$ cat config.mk
export PLATFORM = sky130hd
export DESIGN_NAME = fifo_stream_reader_flat
export DESIGN_NICKNAME = d
export VERILOG_FILES = /design/src/rtl/fifo_pkg.sv /design/src/rtl/fifo_stream_reader_if.sv /design/src/rtl/fifo_skid_buf.sv /design/src/rtl/fifo_stream_reader.sv /design/src/flat_wrapper.sv
export SDC_FILE = /design/constraint.sdc
export NUM_CORES = 1
export LEC_CHECK = 0
export CAP_MARGIN = 20
export CORE_ASPECT_RATIO = 1.4
export CORE_MARGIN = 2
export CORE_UTILIZATION = 25
export DETAILED_ROUTE_END_ITERATION = 8
export PLACE_DENSITY_LB_ADDON = 0.25
export SLEW_MARGIN = 5
export SYNTH_ARGS = -nofsm -noshare
export SYNTH_HDL_FRONTEND = slang
export SYNTH_SLANG_ARGS = --single-unit
$ cat constraint.sdc
create_clock -name clk -period 7.85 [get_ports clk]
set_clock_uncertainty 0.1 [all_clocks]
set_input_delay 1.57 -clock clk [delete_from_list [all_inputs] [get_ports clk]]
set_output_delay 1.57 -clock clk [all_outputs]
set_load 0.02 [all_outputs]
$ cat src/rtl/fifo_pkg.sv
// Shared types and defaults for the FIFO read-side blocks.
package fifo_pkg;

    typedef enum logic [1:0] {
        IDLE  = 2'd0,
        RUN   = 2'd1,
        DRAIN = 2'd2
    } rd_state_e;

    localparam int DEF_DATA_WIDTH = 8;
    localparam int DEF_PKT_LEN    = 4;

    function automatic int idx_width(input int pkt_len);
        return (pkt_len > 1) ? $clog2(pkt_len) : 1;
    endfunction

endpackage

$ cat src/rtl/fifo_stream_reader_if.sv
// FIFO read port plus downstream valid/ready stream of fifo_stream_reader.
interface fifo_stream_reader_if import fifo_pkg::*; #(
    parameter int DATA_WIDTH = DEF_DATA_WIDTH
);
    logic                  fifo_rd_en;
    logic                  fifo_empty;
    logic [DATA_WIDTH-1:0] fifo_d_out;
    logic                  m_valid;
    logic                  m_ready;
    logic [DATA_WIDTH-1:0] m_data;
    logic                  m_last;

    modport master (
        output fifo_rd_en,
        input  fifo_empty,
        input  fifo_d_out,
        output m_valid,
        input  m_ready,
        output m_data,
        output m_last
    );

    modport slave (
        input  fifo_rd_en,
        output fifo_empty,
        output fifo_d_out,
        input  m_valid,
        output m_ready,
        input  m_data,
        input  m_last
    );
endinterface

$ cat src/rtl/fifo_skid_buf.sv
// Two-entry registered buffer; entry0 is always the head of the queue.
module fifo_skid_buf import fifo_pkg::*; #(
    parameter int DATA_WIDTH = DEF_DATA_WIDTH
) (
    input  logic                  clk,
    input  logic                  rst_n,
    input  logic                  load,
    input  logic [DATA_WIDTH-1:0] load_data,
    input  logic                  pop,
    output logic [DATA_WIDTH-1:0] head_data,
    output logic [1:0]            cnt
);
    logic [DATA_WIDTH-1:0] entry0;
    logic [DATA_WIDTH-1:0] entry1;

    // The caller never loads a full buffer nor pops an empty one.
    always_ff @(posedge clk) begin
        if (!rst_n) begin
            entry0 <= '0;
            entry1 <= '0;
            cnt    <= 2'd0;
        end else begin
            case ({load, pop})
                2'b10: begin
                    if (cnt == 2'd0) begin
                        entry0 <= load_data;
                    end else begin
                        entry1 <= load_data;
                    end
                    cnt <= cnt + 2'd1;
                end
                2'b01: begin
                    entry0 <= entry1;
                    cnt    <= cnt - 2'd1;
                end
                2'b11: begin
                    if (cnt == 2'd1) begin
                        entry0 <= load_data;
                    end else begin
                        entry0 <= entry1;
                        entry1 <= load_data;
                    end
                end
                default: ;
            endcase
        end
    end

    assign head_data = entry0;

endmodule

$ cat src/rtl/fifo_stream_reader.sv
// Pops the synchronous FIFO and re-emits words as a packetised valid/ready stream.
// Optional beat/stall counters are built when FIFO_STREAM_READER_STATS_EN is defined.
module fifo_stream_reader import fifo_pkg::*; #(
    parameter int DATA_WIDTH = DEF_DATA_WIDTH,
    parameter int PKT_LEN    = DEF_PKT_LEN
) (
    input  logic                        clk,
    input  logic                        rst_n,
    input  logic                        en,
    fifo_stream_reader_if.master        bus,
    output logic                        idle
`ifdef FIFO_STREAM_READER_STATS_EN
    ,
    output logic [15:0]                 stat_words,
    output logic [15:0]                 stat_stall
`endif
);
    localparam int              IDX_W   = idx_width(PKT_LEN);
    localparam logic [IDX_W-1:0] IDX_MAX = IDX_W'(PKT_LEN - 1);

    rd_state_e             state;
    rd_state_e             state_nxt;
    logic [1:0]            buf_cnt;
    logic                  inflight;
    logic [IDX_W-1:0]      fetch_idx;
    logic [IDX_W-1:0]      out_idx;
    logic                  beat;
    logic                  fetch_allow;
    logic                  space_ok;
    logic [2:0]            occupancy;
    logic [DATA_WIDTH-1:0] head_data;

    assign beat      = bus.m_valid && bus.m_ready;
    assign occupancy = {1'b0, buf_cnt} + {2'b00, inflight};
    // space >= 1 rewritten as occupancy <= 1 + beat to stay unsigned
    assign space_ok  = occupancy <= (3'd1 + {2'b00, beat});

    always_ff @(posedge clk) begin
        if (!rst_n) begin
            state <= IDLE;
        end else begin
            state <= state_nxt;
        end
    end

    always_comb begin
        state_nxt   = state;
        fetch_allow = 1'b0;
        case (state)
            IDLE: begin
                if (en) begin
                    state_nxt = RUN;
                end
            end
            RUN: begin
                fetch_allow = 1'b1;
                if (!en) begin
                    state_nxt = DRAIN;
                end
            end
            DRAIN: begin
                fetch_allow = (fetch_idx != '0);
                if (en) begin
                    state_nxt = RUN;
                end else if (fetch_idx == '0 && !inflight && buf_cnt == 2'd0) begin
                    state_nxt = IDLE;
                end
            end
            default: state_nxt = IDLE;
        endcase
    end

    assign bus.fifo_rd_en = fetch_allow && !bus.fifo_empty && space_ok;

    always_ff @(posedge clk) begin
        if (!rst_n) begin
            inflight  <= 1'b0;
            fetch_idx <= '0;
            out_idx   <= '0;
        end else begin
            inflight <= bus.fifo_rd_en;
            if (bus.fifo_rd_en) begin
                fetch_idx <= (fetch_idx == IDX_MAX) ? '0 : fetch_idx + IDX_W'(1);
            end
            if (beat) begin
                out_idx <= (out_idx == IDX_MAX) ? '0 : out_idx + IDX_W'(1);
            end
        end
    end

    fifo_skid_buf #(
        .DATA_WIDTH (DATA_WIDTH)
    ) u_skid (
        .clk       (clk),
        .rst_n     (rst_n),
        .load      (inflight),
        .load_data (bus.fifo_d_out),
        .pop       (beat),
        .head_data (head_data),
        .cnt       (buf_cnt)
    );

    assign bus.m_valid = (buf_cnt != 2'd0);
    assign bus.m_data  = head_data;
    assign bus.m_last  = bus.m_valid && (out_idx == IDX_MAX);
    assign idle        = (state == IDLE);

`ifdef FIFO_STREAM_READER_STATS_EN
    always_ff @(posedge clk) begin
        if (!rst_n) begin
            stat_words <= '0;
            stat_stall <= '0;
        end else begin
            if (beat && stat_words != 16'hFFFF) begin
                stat_words <= stat_words + 16'd1;
            end
            if (bus.m_valid && !bus.m_ready && stat_stall != 16'hFFFF) begin
                stat_stall <= stat_stall + 16'd1;
            end
        end
    end
`endif

endmodule

$ cat src/flat_wrapper.sv
// flat-port wrapper written by rule: the top's interface ports become plain ports
module fifo_stream_reader_flat import fifo_pkg::*;
#(
    parameter int DATA_WIDTH = DEF_DATA_WIDTH,
    parameter int PKT_LEN    = DEF_PKT_LEN
)
  (clk, rst_n, en, idle, bus_fifo_rd_en, bus_fifo_empty, bus_fifo_d_out, bus_m_valid, bus_m_ready, bus_m_data, bus_m_last);
  fifo_stream_reader_if #(.DATA_WIDTH(DATA_WIDTH)) bus_i ();
  input  logic clk;
  input  logic rst_n;
  input  logic en;
  output logic idle;
  output wire logic [$bits(bus_i.fifo_rd_en)-1:0] bus_fifo_rd_en;
  input wire logic [$bits(bus_i.fifo_empty)-1:0] bus_fifo_empty;
  input wire logic [$bits(bus_i.fifo_d_out)-1:0] bus_fifo_d_out;
  output wire logic [$bits(bus_i.m_valid)-1:0] bus_m_valid;
  input wire logic [$bits(bus_i.m_ready)-1:0] bus_m_ready;
  output wire logic [$bits(bus_i.m_data)-1:0] bus_m_data;
  output wire logic [$bits(bus_i.m_last)-1:0] bus_m_last;
  assign bus_fifo_rd_en = bus_i.fifo_rd_en;
  assign bus_i.fifo_empty = bus_fifo_empty;
  assign bus_i.fifo_d_out = bus_fifo_d_out;
  assign bus_m_valid = bus_i.m_valid;
  assign bus_i.m_ready = bus_m_ready;
  assign bus_m_data = bus_i.m_data;
  assign bus_m_last = bus_i.m_last;
  fifo_stream_reader #(.DATA_WIDTH(DATA_WIDTH), .PKT_LEN(PKT_LEN)) u_core (.clk(clk), .rst_n(rst_n), .en(en), .bus(bus_i), .idle(idle));
endmodule
==> key figures <==
Critical path
  – CP Class: primary input to primary output
  – Nature of the critical path startpoint: primary input
  – CP required: approximately 6.2 ns
  – Critical-path top delay cell: clkdlybuf4s50_1
  – CP Buf/Inv Count: 3
  – CP Max Fanout: 8
  – Family with the most delay on the worst path: buffers and inverters
  – Crit path capture type: primary output
  – Worst-path cell chain: clkdlybuf4s50_1, nand2b_4, clkinv_8, fa_1, o31a_1, a21oi_2, nor4b_4, clkdlybuf4s50_1
  – Critical path's largest stage delay: roughly 0.67 ns
  – Critical Path AT: between 4 and 5 ns
  – Most used cell, CP: clkdlybuf4s50_1

Synthesis
  – Flops & latches, synth: 25
  – Yosys Warn Count: 0
  – Synth Cell Area: 0.00139 mm2
  – Unique masters post-synth: 34
  – Syn_nets: between 150 and 200
  – Sequential-to-total area share from yosys stat: about 36%
  – Synthesized instance count: 141
  – Avg Inst Size Synth: roughly 9.8 um2

CTS
  – Clock root buffer master: clkbuf_8
  – CTS tree: done
  – Clk_lat worst skew: 0.26 ns
  – Clock-pin transition on the worst setup and hold timing paths: roughly 0.090 ns
  – Longest Clk Path Bufs: 2
  – Total CTS buffers: 3
  – # clock sinks: 25
  – Postcts setup bufs: 0
  – Hold Buf Count CTS: 0
  – H-Tree Depth: 1
  – Post-CTS sizing: 0

Placement
  – Placed Instances: roughly 230
  – DPL Wire Length: roughly 2.1 mm
  – GPL Wtd Cong: ~0.7
  – Port Buf Inserts: 24

Detailed routing
  – Post-route DRC violation count: 0
  – Drt initial violations: 14
  – Post-Route WL: between 2 and 3 mm
  – Routed vias: between 900 and 1000
  – WL/cell: about 12 um
  – 1st-pass router iterations: 4
  – Routed vias/inst: between 4 and 5
  – Detail Route Antenna Nets: 0

Final layout
  – Ratio of cells with drive above 1 in the final layout: around an eighth
  – Most common cell after layout, fill and taps aside: dfxtp_1
  – Non-Filler Instances: 232
  – ANT cells: 0
  – Layout area overhead: 23.4%
  – Nets: ~190
  – Commonest non-fill, non-tap cells in the layout: dfxtp_1, clkdlybuf4s50_1, inv_1

Timing
  – Final Hold Vio Count: 0
  – # setup viols final: 0
  – Fin crit period: roughly 5.7 ns
  – RSZ-0062 raised after global routing: false
  – Final period util: about 73%
  – Max-slew headroom: a little over three fifths
  – Slew Limit Fails: 0
  – Worst-Margin Slew: around 0.55 ns
  – Worst hold slack: 0.365 ns
  – Achievable clock frequency: 174 MHz
  – Final TNS setup: 0 ns

Floorplan
  – Die area: 0.00618 mm2
  – Top Ports: 25
  – DIE HEIGHT: 92.2 um
  – Placement Rows: 32
  – Core area: between 0.005 and 0.006 mm2
  – Initial Util: approximately a quarter
  – Die X: ~67 um

Flow run
  – Max Cap Viol: 0

Global routing
  – Vias in the first global route: between 1000 and 1500
  – First-pass GRT wire length: ~4.4 mm
  – GRT Total Usage: 9.42%
  – Total grt overflow: 0
  – Initial antenna violation count: 0
  – Largest net degree at the start of global routing: 16

Hold path
  – Worst hold path type: register to register

Pwr
  – PD cells: roughly 300 mW/mm2
  – Tot Pwr: between 500 and 600 uW
  – LEAKAGE: 0.000682 uW
  – Max VDD drop: around 0.00012 V

Status
  – Status: finished clean
[registers in the layout, summed over array words and instances, names as in the netlist]
| register | count |
|---|---|
| u_core.u_skid.entry1 | 8 |
| u_core.u_skid.head_data | 8 |
| u_core.fetch_idx | 2 |
| u_core.out_idx | 2 |
| u_core.state | 2 |
| u_core.u_skid.cnt | 2 |
| u_core.inflight | 1 |
[kinds of logic (layout without fill, tap and decap cells)]
group                    after synthesis  count (layout)  share of synthesized area, %
adder cells (fa/ha/maj)               14              14                          13.2
flip-flops                            25              25                          36.0
AO/OA/AOI/OAI                         24              24                          13.8
XOR/XNOR                               2               2                          1.80
AND/OR/NAND/NOR                       39              39                          16.5
buffers and inverters                 24              47                          9.37
multiplexers                          13              13                          9.37
[metrics by stage]
stage	instance area, um2	utilization [%]	worst slack [ns]
3_5_place_dp	1670	30.6	2.09
3_3_place_gp	1670	30.6	2.11
2_1_floorplan	1390	-	3.19
6_report	1710	31.5	2.11
4_1_cts	1710	31.5	2.08
5_1_grt	1710	31.5	1.99
[power by group]
part	total [uW]	internal [uW]	leakage [uW]	switching, uW
registers	175	154	0.000202	20.4
logic	264	121	0.000454	143
clock network	76.5	35.5	0.0000255	41.1
[cells in the mapped netlist]
cell type | count | area share, %
fa_1 | 1 | 1.4
nor4b_4 | 1 | 1.7
and2_1 | 1 | 0.45
and3_1 | 1 | 0.45
a211oi_2 | 1 | 0.90
mux2i_1 | 13 | 9.4
a31oi_1 | 1 | 0.45
buf_4 | 1 | 0.54
xnor2_1 | 1 | 0.63
buf_12 | 1 | 1.4
o221ai_1 | 7 | 4.4
nor2_1 | 13 | 3.5
nor2b_1 | 1 | 0.45
nand2_1 | 11 | 3.0
and2b_1 | 1 | 0.54
nand2b_4 | 1 | 0.99
a21oi_2 | 8 | 5.0
a21oi_1 | 5 | 1.8
or3_1 | 3 | 1.4
dfxtp_1 | 25 | 36
xnor2_2 | 1 | 1.2
nand3_1 | 1 | 0.36
clkbuf_1 | 2 | 0.54
nand2_4 | 1 | 0.81
nand2_2 | 1 | 0.45
buf_6 | 1 | 0.81
o31ai_1 | 1 | 0.54
nor3_1 | 1 | 0.36
nand2_8 | 1 | 1.4
inv_1 | 18 | 4.9
and2_4 | 1 | 0.63
clkinv_8 | 1 | 1.2
o31a_1 | 1 | 0.63
ha_1 | 13 | 12
[worst register-to-register path: stages (launching register included)]
cell and delay, ns:
dfxtp_1 0.34, inv_1 0.11, ha_1 0.21, nand2b_4 0.24, clkinv_8 0.09, fa_1 0.57
o31a_1 0.15, a21oi_2 0.05, nor4b_4 0.31, mux2i_1 0.24
[routing by layer]
| layer | global-route usage, % | share of wire [%] | vias up |
|---|---|---|---|
| met5 | 0 | 0 | - |
| met4 | 3.57 | 0.81 | 0 |
| met3 | 1.96 | 3.9 | 2 |
| met2 | 17.2 | 51 | 12 |
| met1 | 10.3 | 44 | 455 |
| li1 | - | - | 522 |
[cell type report]
cell class	count	area, um2
clock buffer	3	41.3
timing repair buffer	24	240
inverter	19	83.8
sequential	25	500
fill	604	3730
tap	68	85.1
clock inverter	1	5.00
multi-input combinational	92	758
[path summary, 6_finish.rpt]
kind / slack [ns] / end / from / cells past startpoint
max: 2.11 / bus_fifo_rd_en / bus_m_ready / 8
min: 0.37 / u_core.out_idx[1] / u_core.out_idx[1] / 2
max reg2reg: 5.37 / u_core.fetch_idx[0] / u_core.u_skid.cnt[1] / 9
min reg2reg: 0.37 / u_core.out_idx[1] / u_core.out_idx[1] / 2
Note: power is estimated with default switching activity, not from simulation.
